### src/rtl/hex_display_ctrl.sv
// hex_display_ctrl: memory-mapped NUM_DIGITS seven-segment controller with
// hex/raw digit modes, per-digit blink, brightness PWM and optional scrolling.
// Optional feature macro: HEX_SCROLL_EN (hardware scrolling of digit content).
module hex_display_ctrl #(
   parameter int unsigned NUM_DIGITS = 6,
   parameter int unsigned ADDR_W     = 4,
   parameter int unsigned CLK_HZ     = 50000000,
   parameter int unsigned BLINK_HZ   = 2,
   parameter int unsigned SCROLL_DIV = 25000000
) (
   input  logic                    clk,
   input  logic                    reset_n,
   input  logic [ADDR_W-1:0]       address,
   input  logic                    chipselect,
   input  logic                    write,
   input  logic                    read,
   input  logic [7:0]              writedata,
   output logic [7:0]              readdata,
   output logic [7*NUM_DIGITS-1:0] hex
);

   localparam int unsigned BLINK_HALF = CLK_HZ / (2 * BLINK_HZ);
   localparam int unsigned BLINK_W    = (BLINK_HALF > 1) ? $clog2(BLINK_HALF) : 1;
   localparam int unsigned OFF_W      = (NUM_DIGITS > 1) ? $clog2(NUM_DIGITS) : 1;
   localparam int unsigned CTRL_ADDR  = NUM_DIGITS;
   localparam int unsigned MASK_ADDR  = NUM_DIGITS + 1;

   // Elaboration-time parameter sanity checks
   generate
      if (NUM_DIGITS < 1 || NUM_DIGITS > 14) begin : g_bad_digits
         $error("NUM_DIGITS must be in 1..14");
      end
      if (NUM_DIGITS + 2 > (1 << ADDR_W)) begin : g_bad_addr
         $error("ADDR_W too small for NUM_DIGITS+2 registers");
      end
      if (BLINK_HALF < 1) begin : g_bad_blink
         $error("CLK_HZ/(2*BLINK_HZ) must be at least 1");
      end
      if (SCROLL_DIV < 1) begin : g_bad_scroll
         $error("SCROLL_DIV must be at least 1");
      end
   endgenerate

   logic [7:0]            digit [NUM_DIGITS];
   logic [4:0]            ctrl;          // {BLINK_EN, BRIGHT[2:0], EN}
   logic                  scroll;
   logic [NUM_DIGITS-1:0] blink_mask;
   logic [BLINK_W-1:0]    blink_cnt;
   logic                  phase;
   logic [2:0]            pwm;
   logic [OFF_W-1:0]      offset;
   logic                  wr;
   logic                  ctrl_wr;
   logic [7:0]            rd_mux;
   logic [7*NUM_DIGITS-1:0] hex_next;

   assign wr      = chipselect & write;
   assign ctrl_wr = wr && (address == ADDR_W'(CTRL_ADDR));

   // Standard a..g hex decode, active-high, bit0 = segment a
   function automatic logic [6:0] seg_decode(input logic [3:0] n);
      logic [6:0] s;
      case (n)
         4'h0: s = 7'h3F;  4'h1: s = 7'h06;  4'h2: s = 7'h5B;  4'h3: s = 7'h4F;
         4'h4: s = 7'h66;  4'h5: s = 7'h6D;  4'h6: s = 7'h7D;  4'h7: s = 7'h07;
         4'h8: s = 7'h7F;  4'h9: s = 7'h6F;  4'hA: s = 7'h77;  4'hB: s = 7'h7C;
         4'hC: s = 7'h39;  4'hD: s = 7'h5E;  4'hE: s = 7'h79;  default: s = 7'h71;
      endcase
      return s;
   endfunction

   // Register file: digit, control and blink-mask registers
   always_ff @(posedge clk or negedge reset_n) begin
      if (!reset_n) begin
         for (int i = 0; i < NUM_DIGITS; i++) digit[i] <= '0;
         ctrl       <= '0;
         blink_mask <= '0;
      end else if (wr) begin
         for (int i = 0; i < NUM_DIGITS; i++)
            if (address == ADDR_W'(i)) digit[i] <= writedata;
         if (address == ADDR_W'(CTRL_ADDR)) ctrl <= writedata[4:0];
         if (address == ADDR_W'(MASK_ADDR)) blink_mask <= NUM_DIGITS'(writedata);
      end
   end

   // Read-data source selection; unmapped addresses read zero
   always_comb begin
      rd_mux = '0;
      for (int i = 0; i < NUM_DIGITS; i++)
         if (address == ADDR_W'(i)) rd_mux = digit[i];
      if (address == ADDR_W'(CTRL_ADDR)) rd_mux = {2'b00, scroll, ctrl};
      if (address == ADDR_W'(MASK_ADDR)) rd_mux = 8'(blink_mask);
   end

   // Registered read data, held between reads (old value on read+write)
   always_ff @(posedge clk or negedge reset_n) begin
      if (!reset_n)                readdata <= '0;
      else if (chipselect && read) readdata <= rd_mux;
   end

   // Blink prescaler and phase; phase parked visible while blink disabled
   always_ff @(posedge clk or negedge reset_n) begin
      if (!reset_n) begin
         blink_cnt <= '0;
         phase     <= 1'b1;
      end else if (!ctrl[4]) begin
         blink_cnt <= '0;
         phase     <= 1'b1;
      end else if (blink_cnt == BLINK_W'(BLINK_HALF - 1)) begin
         blink_cnt <= '0;
         phase     <= ~phase;
      end else begin
         blink_cnt <= blink_cnt + BLINK_W'(1);
      end
   end

   // Free-running brightness PWM counter
   always_ff @(posedge clk or negedge reset_n) begin
      if (!reset_n) pwm <= '0;
      else          pwm <= pwm + 3'd1;
   end

`ifdef HEX_SCROLL_EN
   localparam int unsigned SCROLL_W = (SCROLL_DIV > 1) ? $clog2(SCROLL_DIV) : 1;
   logic [SCROLL_W-1:0] scroll_cnt;

   // Scroll prescaler and rotation offset; a 0->1 SCROLL write restarts at 0
   always_ff @(posedge clk or negedge reset_n) begin
      if (!reset_n) begin
         scroll     <= 1'b0;
         scroll_cnt <= '0;
         offset     <= '0;
      end else begin
         if (ctrl_wr) scroll <= writedata[5];
         if (ctrl_wr && writedata[5] && !scroll) begin
            scroll_cnt <= '0;
            offset     <= '0;
         end else if (!scroll) begin
            scroll_cnt <= '0;
         end else if (scroll_cnt == SCROLL_W'(SCROLL_DIV - 1)) begin
            scroll_cnt <= '0;
            offset     <= (offset == OFF_W'(NUM_DIGITS - 1)) ? '0 : offset + OFF_W'(1);
         end else begin
            scroll_cnt <= scroll_cnt + SCROLL_W'(1);
         end
      end
   end
`else
   assign scroll = 1'b0;
   assign offset = '0;
`endif

   // Per-digit pattern selection, brightness and blink gating
   always_comb begin
      logic [OFF_W:0]   sum;
      logic [OFF_W-1:0] src;
      logic [6:0]       pat;
      logic             lit;
      hex_next = '1;
      sum      = '0;
      src      = '0;
      pat      = '0;
      lit      = 1'b0;
      for (int i = 0; i < NUM_DIGITS; i++) begin
         sum = (OFF_W+1)'(i) + {1'b0, offset};
         if (sum >= (OFF_W+1)'(NUM_DIGITS)) sum = sum - (OFF_W+1)'(NUM_DIGITS);
         src = sum[OFF_W-1:0];
         pat = digit[src][7] ? digit[src][6:0] : seg_decode(digit[src][3:0]);
         lit = ctrl[0] & (pwm <= ctrl[3:1]) & ~(ctrl[4] & blink_mask[src] & ~phase);
         hex_next[7*i +: 7] = lit ? ~pat : 7'h7F;
      end
   end

   // Output register, active-low segments
   always_ff @(posedge clk or negedge reset_n) begin
      if (!reset_n) hex <= '1;
      else          hex <= hex_next;
   end

endmodule

### config.mk
export PLATFORM = sky130hd
export DESIGN_NAME = hex_display_ctrl
export DESIGN_NICKNAME = d
export VERILOG_FILES = /design/src/rtl/hex_display_ctrl.sv
export SDC_FILE = /design/constraint.sdc
export NUM_CORES = 1
export LEC_CHECK = 0
export BUFFER_PORTS_ARGS = -buffer_cell sky130_fd_sc_hd__buf_4
export CORE_UTILIZATION = 50
export CTS_CLUSTER_SIZE = 24
export DETAILED_ROUTE_END_ITERATION = 7
export GPL_ROUTABILITY_DRIVEN = 0
export PLACE_DENSITY = 0.67
export SLEW_MARGIN = 20
export SYNTH_ARGS = -nofsm -noshare
export SYNTH_HDL_FRONTEND = slang
export SYNTH_SLANG_ARGS = --single-unit
### constraint.sdc
create_clock -name clk -period 1.7 [get_ports clk]
set_clock_uncertainty 0.15 [all_clocks]
set_input_delay 0.34 -clock clk [delete_from_list [all_inputs] [get_ports clk]]
set_output_delay 0.34 -clock clk [all_outputs]
set_load 0.02 [all_outputs]
=== After elaboration in Yosys (flattened, before gate mapping) ===
Memory sizes are Yosys's and may differ from the RTL's.
Index checks and enable logic that the tools add are counted.

* Bits in registers: 137
* ROM bits: 672
* Bits of input ports: 17
* Output and inout bits: 50
* Word-level logic and storage cells: 98
* Memories: 6

{| class="wikitable"
|+ Memory list
! memory !! words !! bits a word !! read ports !! clocked after Yosys merged registers in !! wr ports !! RTL line !! text
|-
| (no name shown) || 16 || 7 || 1 || 0 || 0 || 63 || <nowiki>case (n)</nowiki>
|-
| (no name shown) || 16 || 7 || 1 || 0 || 0 || 63 ||
|-
| (no name shown) || 16 || 7 || 1 || 0 || 0 || 63 ||
|-
| (no name shown) || 16 || 7 || 1 || 0 || 0 || 63 ||
|-
| (no name shown) || 16 || 7 || 1 || 0 || 0 || 63 ||
|-
| (no name shown) || 16 || 7 || 1 || 0 || 0 || 63 ||
|}

* $add $sub $neg: 2
* Magnitude comparators: 1
* Eq/ne operators: 9
* Multiplexer cells: 24
* Bitwise logic cells: 33
* Reduce and logical (&&, ||, !) cells: 10

{| class="wikitable"
|+ Operator list
! operator !! number
|-
| 2-to-1 mux 7 bit || 12
|-
| 2-to-1 mux 8 bit || 8
|-
| 2-to-1 mux 24 bit || 2
|-
| NOT 7 bit || 6
|-
| adder 24 x 1 -> 24 bit, second input constant || 1
|-
| == test 24 bit, second input constant || 1
|-
| bitwise AND 1 bit || 20
|-
| == test 4 x 3 -> 1 bit, second input constant || 4
|-
| AND reduction 2 bit || 8
|-
| == test 4 x 2 -> 1 bit, second input constant || 2
|-
| NOT 1 bit || 7
|-
| == test 4 x 1 -> 1 bit, second input constant || 1
|-
| zero test 4 bit || 1
|-
| adder 3 x 1 -> 3 bit, second input constant || 1
|-
| less-or-equal comparator 3 bit || 1
|-
| 2-to-1 mux 1 bit || 2
|-
| inequality test 2 x 1 -> 1 bit, second input constant || 1
|-
| logical AND 1 bit || 1
|}

=== Logic depth before layout (Yosys ltp) ===
Gate-level depths: netlist of the first run.

* Word-level depth: 9
* Gate-level depth with buffers: 8

=== Worst setup path before layout of the first run ===
No wires, ideal clock.

* Path kind: register to register
* From: register ctrl[2]
* To: register hex[10]
* Library setup time: 105 ps
* Arrival: 1621 ps
* Required time: 1445 ps
* Path slack: -176 ps
* Stages on the path, launching flop included: 8
* Path buffers: 0
* Clock period less this slack: 1876 ps
* Cells stage by stage: dfrtp_1 -> inv_1 -> ha_1 -> nor2b_1 -> o21ai_2 -> a32oi_4 -> a211oi_2 -> o311ai_1

* Longest elaborated chain between the ends: 4

{| class="wikitable"
|+ Ends and longest elaborated chain
! what !! RTL line !! text
|-
| start, declared || 45 || <nowiki>logic [4:0] ctrl;</nowiki>
|-
| start signal, assigned || 81 || <nowiki>if (address == ADDR_W'(CTRL_ADDR)) ctrl <= writedata[4:0];</nowiki>
|-
| less-or-equal comparator 3 bit || 169 || <nowiki>lit = ctrl[0] & (pwm <= ctrl[3:1]) & ~(ctrl[4] & blink_mask[src] & ~phase);</nowiki>
|-
| bitwise AND 1 bit (2 in a row) || 169 ||
|-
| 2-to-1 mux 7 bit || 170 || <nowiki>hex_next[7*i +: 7] = lit ? ~pat : 7'h7F;</nowiki>
|-
| via hex_next[10] || 55 || <nowiki>logic [7*NUM_DIGITS-1:0] hex_next;</nowiki>
|-
| end signal, assigned || 177 || <nowiki>else hex <= hex_next;</nowiki>
|-
| end, declared || 19 || <nowiki>output logic [7*NUM_DIGITS-1:0] hex</nowiki>
|}

The timed path passes the listed nets, and every way through them passes these cells.
A chain may end at the register's enable or synchronous reset.

=== Final worst setup path of the first run ===
Same ends and word-level chain as after synthesis.

==> results.sh, run 1 <==
export IMPL_synth_cell_types=68
export IMPL_root_buffer="clkbuf_16"
export IMPL_crit_arrival_ns=2.07
export IMPL_worst_pin_slew_ns=0.562
export IMPL_ant_nets=0
export IMPL_p_per_area_nw_per_um2=1280
export IMPL_finalCritPeriodShare_pct=112
export IMPL_grt_usage_pct=25.3
export IMPL_async_reset_ff_share_pct=100
export IMPL_setup_violations=66
export IMPL_yosys_warnings=0
export IMPL_hold_viol=0
export IMPL_power_leakage_nw=4.32
export IMPL_fmax_ghz=0.527
export IMPL_crit_type="reg -> reg"
export IMPL_cts_buffer_depth=2
export IMPL_peakVddDrop_uv=720
export IMPL_cts_buffers=17
export IMPL_cts_tree="yes"
export IMPL_avgSynthCellArea_um2=10.5
export IMPL_htreeDepth=4
export IMPL_diodes=0
export IMPL_syn_nets=780
export IMPL_drt_total_wl_mm=19.4
export IMPL_dr_total_vias=6091
export IMPL_ys_ff_latch=137
export IMPL_worst_slack_ns=-0.199
export IMPL_die_height_um=126
export IMPL_start_util_pct=51.8
export IMPL_yosysSeqAreaShare_pct=45.5
export IMPL_startpoint_type="register"
export IMPL_min_period_ns=1.90
export IMPL_core_um2=14800
export IMPL_hpwlAfterDp_mm=13.5
export IMPL_synth_flop_cell="dfrtp_1"
export IMPL_cp_cell_sequence="inv_2 > ha_4 > nor2b_4 > o21ai_2 > a32oi_4 > buf_6 > a211oi_4 > o311ai_1"
export IMPL_first_pass_iters=8
export IMPL_critPathMaxFanout=7
export IMPL_remaining_drc_errors=10
export IMPL_run_status="finished with violations"
export IMPL_clkTransAtPathRegs_ns=0.06
export IMPL_area_delta_synth_final_pct=29.7
export IMPL_grt_max_degree=37
export IMPL_synthCells=728
export IMPL_grt_overflow=0
export IMPL_grt_setup_unrepaired="true"
export IMPL_place_inst=1027
export IMPL_synth_edf_count=0
export IMPL_end_kind="register"
export IMPL_maxCapViolations=0
export IMPL_dr_first_iter_drc_count=372
export IMPL_violations="DRC, setup timing"
export IMPL_grt_pass1_vias=5827
export IMPL_wl_per_cell_um=18.1
export IMPL_routed_via_density=5.69
export IMPL_dieArea_um2=15800
export IMPL_fill_cells=1096
export IMPL_mostFrequentLayoutCells="144 x buf_4, 93 x dfrtp_1, 72 x nand2_1, 58 x o21ai_0, 50 x mux2_2"
export IMPL_required_ns=1.87
export IMPL_finalNonFillerCells=1070
export IMPL_cpPeakStageDelay_ns=0.39
export IMPL_die_w_um=126
export IMPL_syn_area_um2=7650
export IMPL_boundaryPins=67
export IMPL_nets=925
export IMPL_layout_commonest_cell="buf_4"
export IMPL_slowest_stage="dfrtp_1"
export IMPL_io_buffers=66
export IMPL_drive_above_1_share_pct=41.8
export IMPL_rows=44
export IMPL_finalPower_w=0.0127
export IMPL_relSlewSlack_pct=62.5
export IMPL_clock_latency_ns=0.42
export IMPL_antenna_found_initial=0
export IMPL_grt_pass1_wl_mm=30.7
export IMPL_hold_class="in -> reg"
export IMPL_clkSinkCount=137
export IMPL_slew_violations=0
==> cells in the mapped netlist, types with 5 or more instances <==
| cell type | instances | area [um2] |
|---|---|---|
| buf_2 | 9 | 45.0 |
| dfstp_2 | 43 | 1130 |
| nand3_1 | 19 | 95.1 |
| mux2_2 | 50 | 563 |
| nand2_1 | 81 | 304 |
| nor3_1 | 11 | 55.1 |
| ha_1 | 35 | 438 |
| nor2b_1 | 10 | 62.6 |
| mux4_2 | 7 | 158 |
| clkbuf_1 | 15 | 56.3 |
| o31ai_1 | 5 | 37.5 |
| dfrtp_1 | 94 | 2350 |
| buf_4 | 5 | 37.5 |
| mux2i_1 | 25 | 250 |
| xor2_1 | 6 | 52.6 |
| a211oi_1 | 15 | 113 |
| a21oi_1 | 36 | 180 |
| inv_1 | 34 | 128 |
| nor2_1 | 52 | 195 |
| o21ai_0 | 63 | 315 |
| and2_1 | 6 | 37.5 |
| xnor2_1 | 18 | 158 |
==> state kept, by name (all words and copies together) (netlist names) <==
register,count
readdata,8
ctrl,5
blink_mask,6
phase,1
digit,48
pwm,3
hex,42
blink_cnt,24
==> final cells by class <==
type                    instances  area (um2)  share of cell area (%)
multi-input cells             521        4150                    41.8
flip-flops and latches        137        3480                    35.1
repair buffers                161        1380                    13.9
clock buffers                  20         447                    4.50
well taps                     184         230                    2.32
inverters                      35         131                    1.32
clock inverters                12         101                    1.02
==> cell families (layout without fill, tap and decap cells) <==
| group | after synthesis | count (layout) | share of synthesized area, % |
|---|---|---|---|
| xor gates and xnor gates | 24 | 24 | 2.75 |
| and+or+nand+nor | 218 | 218 | 14.8 |
| AOI/OAI and AO/OA | 162 | 162 | 13.8 |
| adders and majority gates | 35 | 35 | 5.73 |
| DFF | 137 | 137 | 45.5 |
| muxes | 82 | 82 | 12.7 |
| buffers and inverters | 70 | 228 | 4.65 |
==> through the flow <==
stage	instance area (um2)	hold WS, ns	setup TNS, ns	utilization, %	setup WS, ns
4_1_cts	9730	0.0822	-8.97	65.9	-0.224
3_3_place_gp	8910	0.119	-6.92	60.4	-0.174
3_5_place_dp	8910	0.121	-11.56	60.4	-0.259
6_report	9920	0.0917	-8.38	67.2	-0.199
5_1_grt	9920	0.0905	-13.90	67.2	-0.292
2_1_floorplan	7700	-0.106	-0.199	-	-0.0481
==> critical path: cells and delay by family, from the launching register on <==
kind / cells / cell delay (ns)
DFF: 1 / 0.39
buffers and inverters: 2 / 0.24
AOI/OAI and AO/OA: 4 / 0.69
adders and majority gates: 1 / 0.20
and+or+nand+nor: 1 / 0.12
==> report_power, final <==
part / internal [W] / switching (W) / total [W] / leakage [nW]
Sequential: 0.00422 / 0.000487 / 0.00470 / 1.67
Clock: 0.00204 / 0.00137 / 0.00341 / 0.270
Combinational: 0.00203 / 0.00252 / 0.00456 / 2.38
==> layer usage <==
| layer | vias up | GRT usage [%] | share of wire (%) |
|---|---|---|---|
| met2 | 190 | 40.3 | 47 |
| li1 | 2860 | - | - |
| met3 | 30 | 4.89 | 4.7 |
| met5 | - | 0 | 0 |
| met1 | 3011 | 34.6 | 46 |
| met4 | 0 | 9.11 | 2.2 |
==> repair_timing <==
| action | in CTS | in global routing |
|---|---|---|
| cloned | 3 | 0 |
| buffers inserted | 8 | 3 |
| resized for setup | 25 | 57 |
| pin swaps | 15 | 38 |
| hold buffers | 1 | 0 |
| setup endpoints to repair | 67 | 67 |
| hold endpoints to repair | 39 | 0 |
==> worst paths after layout <==
| kind | start | to | slack [ns] | cells past startpoint |
|---|---|---|---|---|
| max in group asynchronous | reset_n | hex[22]$_DFF_PN1_ | 0.58 | 3 |
| hold reg to reg | readdata[6]$_DFFE_PN0P_ | readdata[6]$_DFFE_PN0P_ | 0.37 | 2 |
| hold / removal | writedata[7] | digit[15]$_DFFE_PN0P_ | 0.09 | 2 |
| setup reg to reg | ctrl[2]$_DFFE_PN0P_ | hex[10]$_DFF_PN1_ | -0.20 | 8 |
| min in group asynchronous | reset_n | digit[33]$_DFFE_PN0P_ | 0.25 | 2 |
| setup / recovery | ctrl[2]$_DFFE_PN0P_ | hex[10]$_DFF_PN1_ | -0.20 | 8 |
(Power assumes the default switching activity.)
==> inputs of run 2 (changes only) <==
--- a/config.mk
+++ b/config.mk
@@ -7,6 +7,7 @@
 export LEC_CHECK = 0
 export BUFFER_PORTS_ARGS = -buffer_cell sky130_fd_sc_hd__buf_4
 export CORE_UTILIZATION = 50
+export CTS_BUF_LIST = sky130_fd_sc_hd__clkbuf_16
 export CTS_CLUSTER_SIZE = 24
 export DETAILED_ROUTE_END_ITERATION = 7
 export GPL_ROUTABILITY_DRIVEN = 0
==> run 2 against run 1 <==
Non-clock buffer count stayed put. Maximum frequency is 1.5% lower. Largest power group unchanged. Register-to-register slack worse by 0.03 ns. Worst hold slack worse by 0.0030 ns. Sequential power hardly changed. Flip-flop and latch count stayed put. Highest routed layer unchanged. Global-route usage hardly changed. Combinational power hardly changed. Final cell count stayed put. The run still ends with DRC, setup timing left. Die area stayed put. Routed wire length is 0.54% higher.
==> results.sh, run 2 (synthesis results as in run 1) <==
export IMPL_die_w_um=126
export IMPL_required_ns=1.88
export IMPL_crit_family="compound AO/OA/AOI/OAI gates"
export IMPL_mostFrequentLayoutCells="144 x buf_4, 93 x dfrtp_1, 72 x nand2_1, 59 x o21ai_0, 50 x mux2_2"
export IMPL_drive_above_1_share_pct=41.6
export IMPL_grt_pass1_vias=5821
export IMPL_area_delta_synth_final_pct=29.4
export IMPL_top_register="digit"
export IMPL_crit_type="reg -> reg"
export IMPL_routed_via_density=5.73
export IMPL_cts_buffer_depth=2
export IMPL_hold_viol=0
export IMPL_drt_total_wl_mm=19.5
export IMPL_slowest_stage="dfrtp_1"
export IMPL_diodes=0
export IMPL_dr_first_iter_drc_count=336
export IMPL_clkTransAtPathRegs_ns=0.06
export IMPL_cp_cell_sequence="inv_2 > ha_4 > nor2b_4 > o21ai_2 > a32oi_4 > buf_6 > a211oi_4 > buf_6 > o311ai_2"
export IMPL_dieArea_um2=15800
export IMPL_nets=925
export IMPL_layout_commonest_cell="buf_4"
export IMPL_ant_nets=0
export IMPL_p_per_area_nw_per_um2=1270
export IMPL_worst_pin_slew_ns=0.571
export IMPL_path_depth=9
export IMPL_grt_pass1_wl_mm=30.7
export IMPL_root_buffer="clkbuf_16"
export IMPL_crit_buf_inv=3
export IMPL_start_util_pct=51.8
export IMPL_worst_slack_ns=-0.228
export IMPL_cts_tree="yes"
export IMPL_cpPeakStageDelay_ns=0.39
export IMPL_antenna_found_initial=0
export IMPL_cpMostUsedCell="buf_6"
export IMPL_core_um2=14800
export IMPL_die_height_um=126
export IMPL_clkSinkCount=137
export IMPL_place_ws_ns=-0.259
export IMPL_startpoint_type="register"
export IMPL_fmax_ghz=0.519
export IMPL_min_period_ns=1.93
export IMPL_first_pass_iters=8
export IMPL_top_regs="digit (48), hex (42), blink_cnt (24)"
export IMPL_run_status="finished with violations"
export IMPL_rows=44
export IMPL_boundaryPins=67
export IMPL_min_path_cells=2
export IMPL_fill_cells=1100
export IMPL_grt_overflow=0
export IMPL_r2r_cells=9
export IMPL_wl_per_cell_um=18.2
export IMPL_finalCritPeriodShare_pct=113
export IMPL_slew_violations=0
export IMPL_violations="DRC, setup timing"
export IMPL_dr_total_vias=6126
export IMPL_power_leakage_nw=4.32
export IMPL_setup_violations=66
export IMPL_cts_buffers=17
export IMPL_end_kind="register"
export IMPL_peakVddDrop_uv=722
export IMPL_grt_setup_unrepaired="true"
export IMPL_hold_class="in -> reg"
export IMPL_htreeDepth=4
export IMPL_relSlewSlack_pct=62.0
export IMPL_maxCapViolations=0
export IMPL_critPathMaxFanout=7
export IMPL_io_buffers=66
export IMPL_grt_max_degree=37
export IMPL_clock_latency_ns=0.42
export IMPL_hpwlAfterDp_mm=13.5
export IMPL_largest_register_ffs=48
export IMPL_crit_arrival_ns=2.10
export IMPL_hold_slack_ns=0.0887
export IMPL_remaining_drc_errors=11
export IMPL_grt_usage_pct=25.3
run 2: cell type report:
| type | instances | area, um2 | share of cell area, % |
|---|---|---|---|
| clock buffer | 17 | 425 | 4.30 |
| clock inverter | 15 | 113 | 1.14 |
| inverter | 35 | 131 | 1.33 |
| multi-input combinational | 521 | 4140 | 41.8 |
| sequential | 137 | 3480 | 35.2 |
| tap | 184 | 230 | 2.33 |
| timing repair buffer | 161 | 1380 | 13.9 |
run 2: worst paths after layout:
path / start / endpoint / slack (ns)
min in group asynchronous: reset_n / digit[34]$_DFFE_PN0P_ / 0.25
setup / recovery: ctrl[2]$_DFFE_PN0P_ / hex[24]$_DFF_PN1_ / -0.23
max in group asynchronous: reset_n / hex[22]$_DFF_PN1_ / 0.59
hold / removal: writedata[7] / digit[15]$_DFFE_PN0P_ / 0.09
setup reg to reg: ctrl[2]$_DFFE_PN0P_ / hex[24]$_DFF_PN1_ / -0.23
hold reg to reg: readdata[6]$_DFFE_PN0P_ / readdata[6]$_DFFE_PN0P_ / 0.37
run 2: timing repair:
item,in CTS,in global routing
gates cloned,3,0
setup endpoints to repair,67,67
buffers inserted,7,4
hold buffers,1,0
gates resized for setup,18,62
endpoints found under the hold margin,39,0
pin swaps,16,38
run 2: power by group:
| part | switching, W | leakage [nW] | internal [W] |
|---|---|---|---|
| sequential | 0.000490 | 1.67 | 0.00422 |
| combinational | 0.00251 | 2.38 | 0.00203 |
| clock | 0.00137 | 0.273 | 0.00198 |
| total | 0.00438 | 4.32 | 0.00823 |
run 2: metal layers:
layer / vias up / part of all wire [%] / GRT usage, %
li1: 2863 / - / -
met1: 3030 / 46 / 34.6
met5: - / 0 / 0
met3: 30 / 5.0 / 4.84
met2: 203 / 47 / 40.3
met4: 0 / 2.3 / 9.18
run 2: per-stage QoR:
| step | cell area (um2) | cells | util, % | TNS [ns] | power, W |
|---|---|---|---|---|---|
| floorplan | 7700 | 728 | - | -0.199 | 0.00729 |
| global placement | 8910 | 1027 | 60.4 | -6.92 | 0.00878 |
| detailed placement | 8910 | 1027 | 60.4 | -11.56 | 0.00889 |
| CTS | 9680 | 1070 | 65.6 | -8.92 | 0.0125 |
| global route | 9900 | 1070 | 67.1 | -14.20 | 0.0132 |
| finish | 9900 | 1070 | 67.1 | -8.78 | 0.0126 |
==> inputs of run 3 (changes only) <==
--- a/config.mk
+++ b/config.mk
@@ -7,7 +7,7 @@
 export LEC_CHECK = 0
 export BUFFER_PORTS_ARGS = -buffer_cell sky130_fd_sc_hd__buf_4
 export CORE_UTILIZATION = 50
-export CTS_BUF_LIST = sky130_fd_sc_hd__clkbuf_16
+export CTS_BUF_LIST = sky130_fd_sc_hd__clkbuf_4 sky130_fd_sc_hd__clkbuf_8
 export CTS_CLUSTER_SIZE = 24
 export DETAILED_ROUTE_END_ITERATION = 7
 export GPL_ROUTABILITY_DRIVEN = 0
==> run 3 against run 2 <==
The flow still finishes with violations (DRC, setup timing). Maximum frequency about the same. Power decreased by 7.7%. Critical path depth unchanged. Die area unchanged. Utilization decreased by 1.7 points. First-iteration DRC count decreased by 11%. Global-route usage decreased by 0.90 points. Routed wire length decreased by 3.4%. Final cell count decreased by 0.37%.
==> results.sh, run 3 (synthesis results as in run 1) <==
export IMPL_run_status="finished with violations"
export IMPL_violations="DRC, setup timing"
export IMPL_first_pass_iters=7
export IMPL_core_um2=14800
export IMPL_boundaryPins=67
export IMPL_cts_buffer_depth=2
export IMPL_wl_per_cell_um=17.7
export IMPL_slew_violations=0
export IMPL_relSlewSlack_pct=62.8
export IMPL_maxCapViolations=0
export IMPL_finalNonFillerCells=1066
export IMPL_dr_first_iter_drc_count=300
export IMPL_root_buffer="clkbuf_8"
export IMPL_worst_pin_slew_ns=0.557
export IMPL_routed_via_density=5.66
export IMPL_nets=921
export IMPL_clkSinkCount=137
export IMPL_place_inst=1027
export IMPL_mostFrequentLayoutCells="142 x buf_4, 94 x dfrtp_1, 72 x nand2_1, 59 x o21ai_0, 50 x mux2_2"
export IMPL_drt_total_wl_mm=18.8
export IMPL_fill_cells=1143
export IMPL_peakVddDrop_uv=663
export IMPL_die_w_um=126
export IMPL_dr_total_vias=6036
export IMPL_grt_overflow=0
export IMPL_worst_slack_ns=-0.227
export IMPL_diodes=0
export IMPL_startpoint_type="register"
export IMPL_min_period_ns=1.93
export IMPL_cpMostUsedCell="buf_6"
export IMPL_fmax_ghz=0.519
export IMPL_dieArea_um2=15800
export IMPL_hpwlAfterDp_mm=13.5
export IMPL_fin_area_um2=9650
export IMPL_grt_pass1_wl_mm=29.8
export IMPL_cts_buffers=17
export IMPL_grt_setup_unrepaired="true"
export IMPL_critPathMaxFanout=7
export IMPL_drive_above_1_share_pct=41.7
export IMPL_largest_register_ffs=48
export IMPL_end_kind="register"
export IMPL_crit_type="reg -> reg"
export IMPL_power_leakage_nw=4.20
export IMPL_place_area_um2=8910
export IMPL_clkTransAtPathRegs_ns=0.08
export IMPL_p_per_area_nw_per_um2=1210
export IMPL_cts_tree="yes"
export IMPL_slowest_stage="dfrtp_1"
export IMPL_clock_latency_ns=0.45
export IMPL_area_delta_synth_final_pct=26.2
export IMPL_htreeDepth=4
export IMPL_start_util_pct=51.8
export IMPL_layout_commonest_cell="buf_4"
export IMPL_required_ns=1.91
export IMPL_io_buffers=66
export IMPL_die_height_um=126
export IMPL_antenna_found_initial=0
export IMPL_hold_viol=0
export IMPL_ant_nets=0
export IMPL_cp_cell_sequence="inv_2 > ha_4 > nor2b_4 > o21ai_2 > a32oi_4 > buf_6 > a211oi_4 > buf_6 > o311ai_2"
export IMPL_top_register="digit"
export IMPL_setup_violations=66
export IMPL_rows=44
export IMPL_grt_max_degree=37
export IMPL_cpPeakStageDelay_ns=0.39
export IMPL_hold_class="in -> reg"
export IMPL_grt_usage_pct=24.4
export IMPL_top_regs="digit (48), hex (42), blink_cnt (24)"
export IMPL_remaining_drc_errors=11
export IMPL_crit_arrival_ns=2.13
export IMPL_grt_pass1_vias=5718
export IMPL_finalCritPeriodShare_pct=113
[run 3: changes by cell type in the layout (fill, tap and decap cells not counted), sizes merged]
cell / change
buf: -6
clkinv: -1
clkbuf: +5
inv: -2
[run 3: timing repair]
action | 4_1_cts | 5_1_grt
cloned | 0 | 3
setup endpoints to repair | 66 | 66
setup buffers | 2 | 1
hold buffers | 1 | 0
resized for setup | 8 | 61
endpoints found under the hold margin | 115 | 0
pin swaps | 9 | 38
[run 3: per-layer routing]
metal | vias up | part of all wire [%] | GRT usage (%)
met5 | - | 0 | 0
met4 | 0 | 1.6 | 8.11
met3 | 23 | 5.6 | 5.18
met2 | 167 | 47 | 38.6
met1 | 3000 | 46 | 33.5
li1 | 2846 | - | -
[run 3: metrics by stage]
| step | setup slack [ns] | utilization [%] | power (W) | hold WS [ns] | TNS (ns) |
|---|---|---|---|---|---|
| CTS | -0.230 | 63.3 | 0.0114 | 0.0404 | -6.45 |
| detailed placement | -0.259 | 60.4 | 0.00889 | 0.121 | -11.56 |
| global placement | -0.174 | 60.4 | 0.00878 | 0.119 | -6.92 |
| global route | -0.299 | 65.4 | 0.0123 | 0.0420 | -12.48 |
| floorplan | -0.0481 | - | 0.00729 | -0.106 | -0.199 |
| finish | -0.227 | 65.4 | 0.0116 | 0.0616 | -7.17 |
[run 3: report_power, final]
part           internal (W)  total, W  leakage (nW)  switching (W)
combinational       0.00198   0.00445          2.34        0.00247
sequential          0.00421   0.00469          1.67       0.000485
clock               0.00122   0.00249         0.190        0.00127
[run 3: cell type report]
| class | count | area (um2) | area share (%) |
|---|---|---|---|
| Timing Repair Buffer | 157 | 1320 | 13.7 |
| Inverter | 35 | 131 | 1.36 |
| Multi-Input combinational cell | 521 | 4120 | 42.7 |
| Sequential cell | 137 | 3480 | 36.1 |
| Clock buffer | 20 | 263 | 2.72 |
| Tap cell | 184 | 230 | 2.39 |
| Clock inverter | 12 | 101 | 1.05 |
[run 3: critical path: cells and delay by family, from the launching register on]
kind                       cells  cell delay, ns
DFF                            1            0.39
AOI/OAI and AO/OA              4            0.55
adders and majority gates      1            0.20
buffers and inverters          3            0.41
and+or+nand+nor                1            0.12
[run 3: worst paths after layout]
kind	start	endpoint	slack [ns]	cells past startpoint
worst max register to register	ctrl[2]$_DFFE_PN0P_	hex[24]$_DFF_PN1_	-0.23	9
worst max-delay path	ctrl[2]$_DFFE_PN0P_	hex[24]$_DFF_PN1_	-0.23	9
min in group asynchronous	reset_n	digit[36]$_DFFE_PN0P_	0.21	2
worst min register to register	readdata[0]$_DFFE_PN0P_	readdata[0]$_DFFE_PN0P_	0.38	2
worst min-delay path	writedata[7]	digit[15]$_DFFE_PN0P_	0.06	2
max in group asynchronous	reset_n	hex[24]$_DFF_PN1_	0.61	3
